**config.mk**
```make
export PLATFORM = sky130hd
export DESIGN_NAME = rf_read_arbiter
export DESIGN_NICKNAME = d
export VERILOG_FILES = /design/src/rtl/rf_read_arbiter.sv
export SDC_FILE = /design/constraint.sdc
export NUM_CORES = 1
export LEC_CHECK = 0
export ABC_AREA = 0
export CELL_PAD_IN_SITES_DETAIL_PLACEMENT = 0
export CELL_PAD_IN_SITES_GLOBAL_PLACEMENT = 1
export CORE_ASPECT_RATIO = 0.9
export CORE_MARGIN = 5
export CORE_UTILIZATION = 29
export CTS_BUF_LIST = sky130_fd_sc_hd__clkbuf_8
export DETAILED_ROUTE_END_ITERATION = 8
export PLACE_DENSITY_LB_ADDON = 0.1
export SYNTH_ARGS = -nofsm -noshare
export SYNTH_HDL_FRONTEND = slang
export SYNTH_SLANG_ARGS = --single-unit
```
**constraint.sdc**
```tcl
create_clock -name clk -period 1.7 [get_ports clk]
set_input_delay 0.255 -clock clk [delete_from_list [all_inputs] [get_ports clk]]
set_output_delay 0.255 -clock clk [all_outputs]
set_load 0.05 [all_outputs]
```
**src/rtl/rf_read_arbiter.sv**
```systemverilog
// Round-robin arbiter sharing the register file's single read-mux port between N_REQ requesters.
// Each grant runs IDLE -> SEL -> ACK: latch address, let the mux settle a full cycle, return data.
module rf_read_arbiter #(
   parameter int N_REQ  = 4,
   parameter int DATA_W = 32,
   parameter int ADDR_W = 3,
   parameter int ID_W   = 2
) (
   input  logic                      clk,
   input  logic                      reset,
   input  logic [N_REQ-1:0]          req,
   input  logic [N_REQ*ADDR_W-1:0]   raddr,
   output logic [ADDR_W-1:0]         rf_sel,
   input  logic [DATA_W-1:0]         rf_dout,
   output logic [N_REQ-1:0]          ack,
   output logic [DATA_W-1:0]         rdata,
   output logic [ID_W-1:0]           gnt_id,
   output logic                      busy
);

   // Handshake: a requester raises req[i] with raddr slice i and holds both until it sees
   // ack[i]=1 (rdata valid in that same cycle); req still high in the next IDLE is a new request.
   typedef enum logic [1:0] {IDLE, SEL, ACK} state_t;

   state_t          state, state_nxt;
   logic [ID_W-1:0] ptr;
   logic [ID_W-1:0] win;
   logic            win_vld;

   // Search starts at the round-robin pointer and wraps modulo N_REQ.
   always_comb begin
      win_vld = 1'b0;
      win     = '0;
      for (int k = 0; k < N_REQ; k++) begin
         if (!win_vld && req[(int'(ptr) + k) % N_REQ]) begin
            win_vld = 1'b1;
            win     = ID_W'((int'(ptr) + k) % N_REQ);
         end
      end
   end

   always_ff @(posedge clk or posedge reset) begin
      if (reset) state <= IDLE;
      else       state <= state_nxt;
   end

   always_comb begin
      state_nxt = state;
      case (state)
         IDLE:    if (win_vld) state_nxt = SEL;
         SEL:     state_nxt = ACK;
         ACK:     state_nxt = IDLE;
         default: state_nxt = IDLE;
      endcase
   end

   always_ff @(posedge clk or posedge reset) begin
      if (reset) begin
         rf_sel <= '0;
         rdata  <= '0;
         ack    <= '0;
         gnt_id <= '0;
         ptr    <= '0;
      end else begin
         ack <= '0;
         case (state)
            IDLE: begin
               if (win_vld) begin
                  gnt_id <= win;
                  rf_sel <= raddr[int'(win)*ADDR_W +: ADDR_W];
               end
            end
            SEL: begin
               // The mux output has had the whole SEL cycle to settle from the registered select.
               rdata <= rf_dout;
               ack   <= N_REQ'(1) << gnt_id;
               ptr   <= (gnt_id == ID_W'(N_REQ-1)) ? '0 : gnt_id + 1'b1;
            end
            default: ;
         endcase
      end
   end

   assign busy = (state != IDLE);

endmodule

```
* Word-level counts from Yosys, hierarchy flattened
Cells that the tools add are included.
W data, S select, Z words.
** Storage, ports and cells
- Flip-flop bits (word level) :: 45
- Word-level logic and storage cells :: 58
** Operators by class
- Add/subtract/negate cells :: 4
- Multiply operators :: 1
- Order comparisons :: 4
- Eq/ne operators :: 3
- Shift-type cells :: 2
- Mux-type cells :: 23
- Bitwise gates (word level) :: 3
- Reductions and logical operators :: 12
** Operator list (number)
- $lt A3 B4 Y1 const B :: 3
- $mux W2 :: 6
- $shiftx A12 B5 Y3 :: 1
- $mux W1 :: 11
- $bmux W1 S2 :: 4
- $reduce_or A2 Y1 :: 3
- $add A2 B1 Y2 const B :: 2
- $add A2 B2 Y2 const B :: 2
- $mul A2 B2 Y4 const B :: 1
- $mux W4 :: 1
- $pmux W2 S2 :: 1
- $shl A1 B2 Y4 const A :: 1
- $and A1 B1 Y1 const A :: 3
- $logic_and A1 B1 Y1 :: 3
- $logic_not A1 Y1 :: 3
- $lt A2 B3 Y1 const B :: 1
- $eq A2 B1 Y1 const B :: 1
- $eq A2 B2 Y1 const B :: 1
- $logic_not A2 Y1 :: 1
- $ne A2 B2 Y1 const B :: 1
- $reduce_and A2 Y1 :: 1
- $reduce_bool A2 Y1 :: 1

* Depth between registers and ports, before layout
Gate-level depths: netlist (run 1).
- Word-level depth :: 16
- Gate-level depth with buffers :: 6

* Worst setup path before layout (run 1)
No wires, ideal clock.
- Kind :: register -> register
- Start :: register ptr[1]
- End :: register rf_sel[0]
- Library setup time :: 0.124 ns
- Arrival :: 1.536 ns
- Data required time :: 1.576 ns
- Setup slack :: 0.040 ns
- Stages on the path, launching flop included :: 7
- Buffers on the path :: 1
- Period minus slack after synthesis :: 1.660 ns
- Cells stage by stage :: dfrtp_1 -> buf_6 -> or3b_4 -> o221ai_4 -> mux2i_1 -> nor3_1 -> a211o_1
** On the way
- Cells in the longest elaborated chain, start to end :: 14
- Elaborated cells on any way between the ends :: 31
- Classes of those cells :: 3 x add/sub; 1 x mul; 1 x shift; 19 x mux; 7 x reduce/logical
** RTL lines
- start: declaration :: line 26 : logic [ID_W-1:0] ptr;
- start signal: assignment :: line 77 : ptr <= (gnt_id == ID_W'(N_REQ-1)) ? '0 : gnt_id + 1'b1;
- $add A2 B1 Y2 / $bmux W1 S2 (equally long branches) :: line 35, 37
- $bmux W1 S2 / $mux W1 (equally long branches) :: line 35 : if (!win_vld && req[(int'(ptr) + k) % N_REQ]) begin
- $mux W1 (implied by the code) :: line 35
- $mux W1 (implied by the code) / $logic_not A1 Y1 (equally long branches) :: line 35
- $logic_and A1 B1 Y1 :: line 35
- $mux W1 :: line 35
- $logic_not A1 Y1 :: line 35
- $logic_and A1 B1 Y1 :: line 35
- $mux W1 :: line 35
- $logic_not A1 Y1 :: line 35
- $logic_and A1 B1 Y1 :: line 35
- $mux W2 :: line 35
- $mul A2 B2 Y4 :: line 70 : rf_sel <= raddr[int'(win)*ADDR_W +: ADDR_W];
- $shiftx A12 B5 Y3 :: line 70
- end signal: assignment :: line 70
- end: declaration :: line 13 : output logic [ADDR_W-1:0] rf_sel,
Several ways; a longest one is shown, not always the timed one. The select of a mux whose other input is x is not followed.
A chain may end at the register's enable or synchronous reset.

* Final worst setup path (run 1)
- Start :: input port req[2]
- End :: register rf_sel[1]
** On the way
- Cells in the longest elaborated chain, start to end :: 14
- Elaborated cells on any way between the ends :: 28
- Classes of those cells :: 1 x mul; 1 x shift; 19 x mux; 7 x reduce/logical
** RTL lines
- start: declaration :: line 11 : input logic [N_REQ-1:0] req,
- $bmux W1 S2 :: line 35
- $mux W1 (implied by the code) :: line 35
- $mux W1 :: line 35
- $logic_not A1 Y1 :: line 35
- $logic_and A1 B1 Y1 :: line 35
- $mux W1 :: line 35
- $logic_not A1 Y1 :: line 35
- $logic_and A1 B1 Y1 :: line 35
- $mux W1 :: line 35
- $logic_not A1 Y1 :: line 35
- $logic_and A1 B1 Y1 :: line 35
- $mux W2 :: line 35
- $mul A2 B2 Y4 :: line 70
- $shiftx A12 B5 Y3 :: line 70
Several ways; a longest one is shown, not always the timed one. The select of a mux whose other input is x is not followed.

==> qor.csv, run 1 <==
metric,value,unit
cp-startpoint,req[2],
post-place-ws,-279,ps
row_count,28,
final-max-slew-violation-count,0,
synth_top_cell_area_share,58.8,%
ir_drop,0.924,mV
drt_iter0_drc,29,
drt-total-wl,4580,um
core,0.00652,mm^2
drive_gt1_share,42.3,%
critical_path.max_fanout,6,
wl_per_cell,13.8,um
path_cells,"clkdlybuf4s50_1, or3b_4, o221ai_4, mux2i_1, nor3_1, a211o_1",
grt_start_max_net_pins,46,
postLayoutSetupSlackWorst,25.9,ps
start_util,29.4,%
finalCritPeriodShare,98.5,%
path_class,in -> reg,
ant_nets,0,
rsz0062_at_grt,yes,
power.leakage,1.37,nW
grt_pass1_wl,7380,um
setup_violations,0,
dr.pass1.iters,4,
antenna_found_initial,0,
ys_types,24,
yosysTopAreaCell,dfrtp_1,
reg2reg_from,ptr[1],
cts_buffer_depth,2,
status,"finished, final reports clean",
die_height,87.1,um
worstSkewPairLatency,280,ps
ys_ff_latch,45,
synthTopCellsByArea,"dfrtp_1, mux2_2, mux2i_1",
drc,0,
yosysSeqAreaShare,58.8,%
fmax,597,MHz
ys.warnings.count,0,
powerDensity,2230,mW/mm^2
overflow,0,
chipWidth,95.6,um
path_clk_slew,80,ps
grt_util_all_layers,11.5,%
cp-start-kind,input port,
clock_sinks,45,
slew_headroom,77.4,%
critPathSlowestCell,clkdlybuf4s50_1,
end_kind,flip-flop,
comb_power_share,61.7,%
layout_common_cells,"buf_4, clkdlybuf4s50_1, dfrtp_1",
post_dp_cell_area,0.00292,mm^2
antenna_cells,0,
final_common_cell,buf_4,
ctsRootBufferMaster,clkbuf_8,
vias_per_cell,4.40,
avgSynthCellArea,14.1,um^2
period_needed,1670,ps
syn_area,0.00191,mm^2
maxCapViolations,0,
via_count,1455,
numCtsBuffers,5,
hold_path_class,in -> async,
final_hold_viol_count,0,
layout.nets,295,
cts_setup_buffers,0,
hpwl,3680,um
gpl.final_weighted_congestion,0.782,
synthCells,136,
postLayoutCellArea,0.00301,mm^2
first_global_vias,1589,
cp_data_required_time,1870,ps
io_pins,92,
seqPwrFrac,28.8,%
syn2layout_area_growth,57.1,%
tightest_slew,340,ps
cts_tree,yes,
switching_power,0.00323,W
max_stage_delay,490,ps
switching_share,48.1,%
io_buffers,91,
clockPowerShare,9.5,%
p_int,0.00348,W
fin_tns_setup,0,ps
cp.arrival,1850,ps
fin_skew,5.72,ps
synth_nets,190,
die_area,0.00833,mm^2
htreeDepth,2,
-- logic make-up (layout without fill, tap and decap cells) --
logic type	after synthesis	in the layout	synth area share, %
multiplexers	40	40	23.3
adder cells (fa/ha/maj)	4	4	2.61
buffers and inverters	13	118	3.01
AND/OR/NAND/NOR	17	17	4.77
AO/OA/AOI/OAI	17	17	7.52
flip-flops	45	45	58.8
-- power by group through the flow --
stage               Sequential (W)  Combinational [W]  Clock (W)
floorplan                  0.00356            0.00123          0
global placement           0.00192            0.00415          0
detailed placement         0.00195            0.00420          0
CTS                        0.00194            0.00420   0.000682
global route               0.00201            0.00437   0.000717
finish                     0.00193            0.00414   0.000638
-- final timing paths --
check / endpoint / slack (ps) / cells after the start
setup / recovery: rf_sel[1] / 30 / 6
hold / removal: rdata[9] / 330 / 3
setup reg to reg: rf_sel[1] / 30 / 5
hold reg to reg: rdata[4] / 510 / 1
max in group asynchronous: ptr[1] / 1160 / 3
min in group clk: rdata[4] / 510 / 1
-- layer usage --
layer | track usage (%) | routed length [um]
met4 | 3.62 | 42
met3 | 3.80 | 352
met5 | 0 | 0
met1 | 12.0 | 1730
met2 | 21.4 | 2450
-- registers in the layout (all words and copies together) (netlist names) --
name	count
state	2
rf_sel	3
gnt_id	2
ptr	2
ack	4
rdata	32
-- through the flow --
step	instances	hold WS (ps)	total power (W)	utilization [%]
after global routing	331	344	0.00709	46.1
after CTS	331	330	0.00682	46.1
after floorplan	136	407	0.00480	-
after detailed placement	324	497	0.00615	44.8
after global placement	324	490	0.00607	44.8
final	331	329	0.00671	46.1
-- synthesized netlist by cell type, drive strengths merged --
| cell | n |
|---|---|
| o221ai | 1 |
| clkbuf | 4 |
| o21a | 1 |
| o21ai | 5 |
| o22a | 1 |
| a211o | 4 |
| ha | 4 |
| and2 | 4 |
| nor3 | 6 |
| buf | 2 |
| a21boi | 1 |
| nand2 | 3 |
| inv | 7 |
| o22ai | 1 |
| or3b | 1 |
| dfrtp | 45 |
| mux2 | 33 |
| o41ai | 1 |
| mux2i | 7 |
| a21oi | 2 |
| nor2b | 1 |
| nor2 | 2 |
-- worst max-delay path, delay by kind of cell --
kind	cells	cell delay, ps
AND/OR/NAND/NOR	2	470
AO/OA/AOI/OAI	2	390
multiplexers	1	240
buffers and inverters	1	490
-- timing repair --
action,CTS,global route
pin swaps,1,2
hold buffers,0,0
hold endpoints to repair,0,0
setup endpoints to repair,3,3
resized for setup,1,0
-- area by class of cell --
class / count / area, um^2
Clock inverter: 1 / 3.75
Clock buffer: 6 / 82.6
Multi-Input combinational cell: 78 / 738
Tap cell: 90 / 113
Inverter: 7 / 26.3
Timing Repair Buffer: 104 / 916
Fill cell: 627 / 3510
Sequential cell: 45 / 1130
(Power assumes the default switching activity.)
==> inputs of run 2 (changes only) <==
HOLD_SLACK_MARGIN = 0.1   (was not set)
==> results of run 2 <==
Same layout as run 1: the final DEF is identical, and so are final timing and power.
==> edit, RTL diff (config.mk and constraints of run 2) <==
`ID_W`: 2 -> 4.
--- a/src/rtl/rf_read_arbiter.sv
+++ b/src/rtl/rf_read_arbiter.sv
@@ -5,5 +5,5 @@
    parameter int DATA_W = 32,
    parameter int ADDR_W = 3,
-   parameter int ID_W   = 2
+   parameter int ID_W   = 4
 ) (
    input  logic                      clk,
Ports: changed (resized gnt_id); port bits go from 92 to 94. No check against the original RTL was run, so the function may have changed too.
==> edit against run 2 <==
Setup slack improved by 0.14 ns. Power is 1.2% higher. Sequential cell count unchanged. Area after synthesis fell by 0.72%. Routed wire length decreased by 1.0%. Sequential power is essentially flat. Highest routed layer unchanged. Cell area down 0.75%.
==> edit: results (changes against run 2) <==
[outcome]
status = finished, final reports clean

[worst_setup_path]
r2r_end = rf_sel[1]
arrival_ns = 1.69  ; -0.16 ns
cpPeakStageDelay_ns = 0.52  ; +0.03 ns
crit_slowest_cell = clkdlybuf4s50_1
crit_path_start = req[0]
reg2reg_from = ptr[0]
crit_family = buffers and inverters
cp_max_fo = 6  ; unchanged
r2r_slack_ns = 0.22  ; +0.19 ns

[logic_synthesis]
ys_async_sr_fraction_pct = 100  ; unchanged
synthDistinctLibCells = 27  ; +13%
yosysWarnings = 0  ; unchanged
synth_edf_count = 0  ; unchanged
seq_area_frac_synth_pct = 59.2  ; +0.43 points
ys_top_cells_by_count = 45 x dfrtp_1, 34 x mux2_2, 6 x mux2i_1
synth.area.top_cells = dfrtp_1 59%, mux2_2 20%, mux2i_1 3.2%, ha_1 2.6%, o221ai_4 1.4%

[layout]
layout.nets = 288  ; -2.4%
post_route_cells_drive_above_1_share_pct = 41.7  ; -0.62 points
antennaDiodeCount = 0  ; unchanged
reg_top3 = rdata x32, ack x4, rf_sel x3
n_fill_cell = 595  ; -5.1%
max_flop_register = rdata

[cts]
cts_max_path_buffers = 2  ; unchanged
cts_root_buf = clkbuf_8
htree_levels = 2  ; unchanged
cts_buffers = 5  ; unchanged
clk_pin_slew_ns = 0.08  ; about the same
ctsResizeCount = 0  ; -1

[grt]
track_usage_pct = 11.5  ; +0.088 points
grt_use_met2_pct = 19.1  ; -2.3 points
use_met1_pct = 14.0  ; +2.1 points
grt_pass1_vias = 1529  ; -3.8%
grt_pass1_wl_um = 7370  ; -0.19%
antenna_found_initial = 0  ; unchanged
met3_usage_pct = 4.17  ; +0.36 points
grt_max_degree = 46  ; unchanged

[placement]
place_area_mm2 = 0.00287  ; -1.8%
hpwl_um = 3610  ; -1.9%
portBuffers = 91  ; unchanged
gp_congestion = 0.684  ; -13%

[drt]
wl_met2_um = 2150  ; -12%
wl_per_cell_um = 13.9  ; +0.78%
drt-met1-wl_um = 1830  ; +5.6%
wl_met3_um = 489  ; +39%
highest_layer = met4
viasPerCell = 4.21  ; -4.2%
drtIter0Drc = 16  ; -45%

[power]
vdd_drop_max_mv = 0.956  ; +3.5%
leakagePower_nw = 1.35  ; -1.6%

[sta]
fin_worst_skew_ns = 0.00587  ; +0.000147 ns

## edit: cell count changes in the layout (fill, tap and decap cells not counted), moves of 2 or more
cell      delta
nor3_1       -6
buf_4        -5
a211o_1      -4
o21ai_0      -4
inv_1        -3
o221ai_1     +3
a21o_1       +2
a21oi_1      -2
conb_1       +2
nand2_1      +2
nor2_1       +2
## edit: report_power, final
part	switching, W	internal [W]	total, W
Sequential	0.000323	0.00160	0.00193
Combinational	0.00256	0.00150	0.00406
Clock	0.000335	0.000473	0.000808
## edit: through the flow
step                instances  hold slack (ns)  setup WS [ns]
floorplan                 134            0.407          0.229
global placement          317            0.483        -0.0656
detailed placement        317            0.489         -0.170
CTS                       325            0.324          0.152
global route              325            0.338         0.0613
finish                    325            0.319          0.165
## edit: tightest hold or removal path, delay by kind of cell
kind	cells	cell delay (ns)
buffers and inverters	3	0.73
## edit: area by class of cell
cell class / instances / area [um^2] / share of cell area, %
Clock buffer: 6 / 82.6 / 2.77
Clock inverter: 2 / 33.8 / 1.13
Inverter: 5 / 18.8 / 0.629
Multi-Input combinational cell: 78 / 732 / 24.5
Sequential cell: 45 / 1130 / 37.7
Tap cell: 90 / 113 / 3.77
Timing Repair Buffer: 99 / 878 / 29.4
## edit: kinds of logic (layout without fill, tap and decap cells)
logic type | Yosys count | after routing | share of synthesized area, %
AND/OR/NAND/NOR | 19 | 19 | 5.60
AO/OA/AOI/OAI | 13 | 13 | 6.19
adder cells (fa/ha/maj) | 4 | 4 | 2.63
other | 1 | 2 | 0.197
buffers and inverters | 11 | 112 | 2.83
multiplexers | 40 | 40 | 23.3
flip-flops | 45 | 45 | 59.2
